## config.mk

```make
export PLATFORM = sky130hd
export DESIGN_NAME = strhw_block_feeder
export DESIGN_NICKNAME = d
export VERILOG_FILES = /design/src/rtl/strhw_common_types_pkg.sv /design/src/rtl/strhw_block_feeder_word_packer.sv /design/src/rtl/strhw_block_feeder.sv
export SDC_FILE = /design/constraint.sdc
export NUM_CORES = 2
export LEC_CHECK = 0
export CORE_AREA = 4 4 622 624
export CTS_BUF_LIST = sky130_fd_sc_hd__clkbuf_4
export CTS_CLUSTER_DIAMETER = 50
export DETAILED_ROUTE_END_ITERATION = 8
export DIE_AREA = 0 0 626 628
export PLACE_DENSITY = 0.3
export SYNTH_ARGS = -nofsm -noshare
export SYNTH_HDL_FRONTEND = slang
export SYNTH_SLANG_ARGS = --single-unit
export TNS_END_PERCENT = 5
```

## constraint.sdc

```tcl
create_clock -name clk_i -period 1.9 [get_ports clk_i]
set_input_delay 0.38 -clock clk_i [delete_from_list [all_inputs] [get_ports clk_i]]
set_output_delay 0.38 -clock clk_i [all_outputs]
set_load 0.03 [all_outputs]
```

## src/rtl/strhw_common_types_pkg.sv

```systemverilog
// Shared types for the strhw hash datapath: control-logic state, wide block/hash
// words, block geometry and the last-word byte mask.
package strhw_common_types;

  typedef enum logic [1:0] {
    CLEAR = 2'd0,
    BUSY  = 2'd1,
    READY = 2'd2,
    DONE  = 2'd3
  } state_t;

  typedef logic [511:0] uint512;
  typedef logic [6:0]   uint7;

  localparam int unsigned BLOCK_BYTES     = 64;
  localparam int unsigned WORDS_PER_BLOCK = 8;
  localparam int unsigned WORD_BYTES      = 8;

  // Keeps bytes [nbytes-1:0] of a word and zeroes the rest.
  function automatic logic [63:0] mask_bytes(input logic [63:0] word, input logic [3:0] nbytes);
    logic [63:0] m;
    m = '0;
    for (int unsigned b = 0; b < WORD_BYTES; b++) begin
      if (4'(b) < nbytes) m[8*b +: 8] = word[8*b +: 8];
    end
    return m;
  endfunction

endpackage

```

## src/rtl/strhw_block_feeder_word_packer.sv

```systemverilog
// Writes one byte-masked 64-bit word into its slot of the 512-bit block buffer,
// optionally starting from an all-zero buffer.
module strhw_word_packer
  import strhw_common_types::*;
(
  input  uint512      buf_i,
  input  logic        clear_i,
  input  logic        wr_i,
  input  logic [2:0]  idx_i,
  input  logic [63:0] data_i,
  input  logic [3:0]  bytes_i,
  output uint512      buf_o
);

  always_comb begin
    buf_o = clear_i ? '0 : buf_i;
    for (int unsigned k = 0; k < WORDS_PER_BLOCK; k++) begin
      if (wr_i && (idx_i == 3'(k))) buf_o[64*k +: 64] = mask_bytes(data_i, bytes_i);
    end
  end

endmodule

```

## src/rtl/strhw_block_feeder.sv

```systemverilog
// Packs a 64-bit word stream into 512-bit blocks, hands each block to the control
// logic over the trigger/state handshake and holds the finished hash for the host.
module strhw_block_feeder
  import strhw_common_types::*;
(
  input  logic        clk_i,
  input  logic        rst_i,
  input  logic        s_valid_i,
  output logic        s_ready_o,
  input  logic [63:0] s_data_i,
  input  logic        s_last_i,
  input  logic [3:0]  s_bytes_i,
  input  logic        hash_size_i,
  output logic        ctl_trg_o,
  input  state_t      ctl_state_i,
  output uint512      ctl_block_o,
  output uint7        ctl_block_size_o,
  output logic        ctl_hash_size_o,
  input  uint512      ctl_hash_i,
  output uint512      hash_o,
  output logic        hash_valid_o,
  input  logic        hash_ready_i
);

  typedef enum logic [2:0] {
    S_IDLE,
    S_FILL,
    S_ISSUE,
    S_WAIT,
    S_RESULT
  } fstate_e;

  fstate_e     state_q, state_d;
  logic [2:0]  wc_q, wc_d;
  uint512      buf_q, buf_d;
  uint7        bsize_q, bsize_d;
  logic        hsize_q, hsize_d;
  logic        pad_q, pad_d;
  logic        trg_q, trg_d;
  logic        ready_q, ready_d;
  uint512      hash_q, hash_d;
  logic        hvalid_q, hvalid_d;

  logic        accept;
  logic        buf_clear;
  logic [3:0]  nbytes;
  uint7        fill_bytes;

  assign accept     = s_valid_i && ready_q;
  assign nbytes     = !s_last_i ? 4'd8 : ((s_bytes_i > 4'd8) ? 4'd8 : s_bytes_i);
  assign fill_bytes = {1'b0, wc_q, 3'b000} + {3'b000, nbytes};

  strhw_word_packer u_packer (
    .buf_i   (buf_q),
    .clear_i (buf_clear),
    .wr_i    (accept),
    .idx_i   (wc_q),
    .data_i  (s_data_i),
    .bytes_i (nbytes),
    .buf_o   (buf_d)
  );

  always_comb begin
    state_d   = state_q;
    wc_d      = wc_q;
    bsize_d   = bsize_q;
    hsize_d   = hsize_q;
    pad_d     = pad_q;
    hash_d    = hash_q;
    buf_clear = 1'b0;
    unique case (state_q)
      S_IDLE, S_FILL: begin
        if (accept) begin
          if (state_q == S_IDLE) hsize_d = hash_size_i;
          if (s_last_i || (wc_q == 3'd7)) begin
            state_d = S_ISSUE;
            wc_d    = '0;
            bsize_d = fill_bytes;
            pad_d   = s_last_i && (fill_bytes == 7'(BLOCK_BYTES));
          end else begin
            state_d = S_FILL;
            wc_d    = wc_q + 3'd1;
          end
        end
      end
      S_ISSUE: begin
        // Only a BUSY seen while our own trigger is up acknowledges this block.
        if (trg_q && (ctl_state_i == BUSY)) state_d = S_WAIT;
      end
      S_WAIT: begin
        if (ctl_state_i == READY) begin
          buf_clear = 1'b1;
          wc_d      = '0;
          if (pad_q) begin
            state_d = S_ISSUE;
            bsize_d = '0;
            pad_d   = 1'b0;
          end else begin
            state_d = S_FILL;
          end
        end else if (ctl_state_i == DONE) begin
          buf_clear = 1'b1;
          hash_d    = ctl_hash_i;
          state_d   = S_RESULT;
        end
      end
      S_RESULT: begin
        if (hash_ready_i) state_d = S_IDLE;
      end
      default: state_d = S_IDLE;
    endcase
    trg_d    = (state_d == S_ISSUE) && (ctl_state_i != BUSY);
    ready_d  = (state_d == S_IDLE) || (state_d == S_FILL);
    hvalid_d = (state_d == S_RESULT);
  end

  always_ff @(posedge clk_i) begin
    if (rst_i) begin
      state_q  <= S_IDLE;
      wc_q     <= '0;
      buf_q    <= '0;
      bsize_q  <= '0;
      hsize_q  <= 1'b0;
      pad_q    <= 1'b0;
      trg_q    <= 1'b0;
      ready_q  <= 1'b0;
      hash_q   <= '0;
      hvalid_q <= 1'b0;
    end else begin
      state_q  <= state_d;
      wc_q     <= wc_d;
      buf_q    <= buf_d;
      bsize_q  <= bsize_d;
      hsize_q  <= hsize_d;
      pad_q    <= pad_d;
      trg_q    <= trg_d;
      ready_q  <= ready_d;
      hash_q   <= hash_d;
      hvalid_q <= hvalid_d;
    end
  end

  assign s_ready_o        = ready_q;
  assign ctl_trg_o        = trg_q;
  assign ctl_block_o      = buf_q;
  assign ctl_block_size_o = bsize_q;
  assign ctl_hash_size_o  = hsize_q;
  assign hash_o           = hash_q;
  assign hash_valid_o     = hvalid_q;

endmodule

```

==> results.py <==
metrics = {
    "global_route": {
        "grt_start_max_net_pins": 82,
        "grt_use_total_pct": 15.65,
        "antenna_found_initial": 71,
        "grt_pass1_vias": 44348,
        "grt_pass1_wl_um": 420000,
        "grt.overflow.total": 0,
    },
    "detailed_routing": {
        "routedWlPerCell_um": 26.63,
        "num_vias": 42281,
        "drt-total-wl_um": 322300,
        "vias_per_cell": 3.494,
        "first_pass_iters": 5,
        "drc": 0,
        "first_iter_violations": 2189,
        "ant_nets": 0,
    },
    "power_and_ir_drop": {
        "power_leakage_nw": 27.09,
        "p_sw_mw": 14.33,
        "power_density_nw_per_um2": 696.8,
        "power_mw": 51.64,
        "p_seq_share_pct": 42.6,
        "ir_drop_v": 0.0003896,
        "p_int_mw": 37.31,
        "clkPwrFrac_pct": 47.0,
        "combPwrFrac_pct": 10.4,
        "switching_share_pct": 27.76,
    },
    "final_layout": {
        "drive_above_1_share_pct": 31.60,
        "fillers": 42595,
        "register_area_sq_um": 21360,
        "nNetsFinal": 7405,
        "area_growth_pct": 106.5,
        "multiInputGateArea_sq_um": 13280,
        "instances_no_fill": 12102,
        "final_cell_area_sq_um": 74110,
    },
    "floorplanning": {
        "die_h_um": 628,
        "core_area_sq_um": 381400,
        "die_area_sq_um": 393100,
        "num_rows": 227,
        "io_pins": 1623,
        "initial_core_util_pct": 9.409,
        "fp.dieW_um": 626,
    },
    "timing": {
        "skew_ns": 0.1587,
        "hold_violations": 0,
        "drv_slew": 0,
        "slew_headroom_pct": 40.33,
        "rsz0062_at_grt": "yes",
        "finalSetupTns_ns": -385.32,
        "period_share_pct": 126.0,
        "setup_violations": 1476,
        "layout_setup_ws_ns": -0.4939,
        "max_freq_ghz": 0.4177,
        "tightest_slew_ns": 0.8932,
        "period_needed_ns": 2.394,
    },
    "placement": {
        "pre_cts_ws_ns": -0.6816,
        "dp_hpwl_um": 260900,
        "dp.cells": 10710,
        "gp_congestion": 0.9702,
        "portBuffers": 1622,
        "placed_area_sq_um": 60690,
    },
    "clock_network": {
        "cts_tree": "done",
        "cts_root_buf": "clkbuf_4",
        "htreeDepth": 5,
        "clkLatencyLatePin_ns": 1.32,
        "clk_path_buf_depth": 4,
        "cts_made_buffers": 343,
        "clk_pin_slew_ns": 0.07,
        "cts.sinks": 1042,
    },
    "logic_synthesis": {
        "synth_top_area_share_pct": 58.12,
        "seq_area_frac_synth_pct": 58.12,
        "synth.avg_cell_area_sq_um": 8.842,
        "ys_ff_latch": 1042,
        "synth_top_cell_by_area": "dfxtp_1",
        "yosysUniqueCellTypes": 51,
        "synth_warnings": 0,
        "async_flop_share_pct": 0,
        "synth.net_count": 4655,
        "syn_area_sq_um": 35890,
        "synth_ff_type": "dfxtp_1",
        "synthCells": 4059,
        "synth_edf_count": 0,
        "synthTopCellsByArea": "dfxtp_1, nand2_1, a21oi_1, a22oi_1, nor2_1",
    },
    "worst_setup_path": {
        "critPathMaxStageDelay_ns": 0.41,
        "crit_path_cell_trace": "clkdlybuf4s15_1",
        "worstSetupPathType": "flop to primary output",
        "cp_max_fo": 2,
        "cp_slowest_cell": "clkdlybuf4s15_1",
        "path_delay_family": "buffers and inverters",
        "arrival_ns": 2.01,
        "start_kind": "flop",
        "crit_required_ns": 1.52,
        "critPathBufInv": 1,
        "end_kind": "primary output",
    },
    "worst_hold_path": {
        "hold_path_class": "input pin to flop",
    },
    "job": {
        "cap_violations": 0,
    },
    "status": {
        "status": "finished, violations left",
        "failed_checks": "setup timing",
    },
}
repair_timing:
action / CTS / global route
setup buffers: 9 / 12
gates resized for setup: 2889 / 1022
hold endpoints to repair: 1042 / 0
setup endpoints to repair: 1667 / 1903
hold buffers: 771 / 0
routing by layer:
layer | up-vias | wire (um) | global-route usage (%)
li1 | 19486 | - | -
met3 | 508 | 25390 | 5.180
met5 | - | 134 | 0
met1 | 20669 | 116900 | 16.20
met4 | 22 | 12830 | 5.539
met2 | 1596 | 167000 | 29.11
through the flow:
stage	hold WS, ns	utilization (%)
floorplan	0.4685	-
global placement	0.4429	15.91
detailed placement	0.4452	15.91
CTS	0.0001041	19.28
global route	0.09212	19.42
finish	0.2877	19.43
layout by cell type, fill, tap and decap left out, types with 5 or more instances in the layout:
cell,instances
buf_2,54
inv_1,7
diode_2,22
buf_4,465
dfxtp_2,251
dlygate4sd3_1,771
clkdlybuf4s15_1,43
clkbuf_2,7
a21boi_2,11
nand4_1,7
a32o_1,8
a22o_1,40
nor2_4,8
clkdlybuf4s15_2,419
bufinv_16,6
clkbuf_4,485
dfxtp_4,49
o21ai_0,27
buf_8,51
ha_1,8
inv_6,7
dfxtp_1,742
nor2b_1,15
clkdlybuf4s50_1,586
nor2_1,395
buf_12,148
a22oi_1,320
nor2b_2,6
dlygate4sd2_1,21
buf_6,207
clkinv_1,55
nand3_1,10
nand2_1,1076
a32oi_1,64
clkinv_2,12
clkinvlp_4,6
clkdlybuf4s18_2,5
and2_1,12
o2bb2ai_1,64
a21oi_1,514
power groups by stage:
stage	Combinational, mW	Sequential [mW]	Clock [mW]
final	5.37	22.0	24.3
after global routing	5.65	22.0	26.6
after CTS	5.48	22.0	25.6
after detailed placement	3.95	22.5	0
after global placement	3.95	22.5	0
after floorplan	0.866	22.7	0
area by class of cell:
type                       instances  share of cell area, %
tap                             5038                  8.506
sequential                      1042                  28.82
multi-input combinational       2638                  17.93
antenna                           22                0.07429
inverter                           7                0.03545
clock inverter                    93                 0.8357
clock buffer                     485                  4.913
timing repair buffer            2777                  38.89
state kept, by name, summed over array words and instances, names as in the netlist:
register,count
ctl_trg_o,1
state_q,3
pad_q,1
ctl_hash_size_o,1
wc_q,3
hash_valid_o,1
s_ready_o,1
ctl_block_size_o,7
ctl_block_o,512
hash_o,512
path summary, 6_finish.rpt:
check | startpoint | to | slack, ns | depth (start not counted)
worst max register to register | wc_q[0]$_SDFFE_PP0P_ | ctl_block_o[212]$_SDFFE_PP0P_ | -0.35 | 8
worst min-delay path | ctl_hash_i[36] | hash_o[36]$_SDFFE_PP0P_ | 0.29 | 4
worst min register to register | hash_o[300]$_SDFFE_PP0P_ | hash_o[300]$_SDFFE_PP0P_ | 0.45 | 2
worst max-delay path | ctl_block_o[2]$_SDFFE_PP0P_ | ctl_block_o[2] | -0.49 | 1
cell families after synthesis:
group,after synthesis,synth area share [%]
mux,2,0.05578
compound gates,1064,19.23
xor+xnor,1,0.02441
flops,1042,58.12
simple gates,1563,17.07
buf+inv,379,5.212
fa+ha+maj,8,0.2789
synthesized netlist by cell type (14+ instances only):
library cell  instances
a32oi_1              64
a22oi_1             320
clkbuf_2             14
a21oi_1             517
nor2b_1              22
nor2_1              401
buf_4                64
a22o_1               40
clkbuf_1            164
dfxtp_1            1042
o2bb2ai_1            64
buf_2               110
o21ai_0              27
nand2_1            1076
No activity file was read; power rests on OpenSTA's default activity.
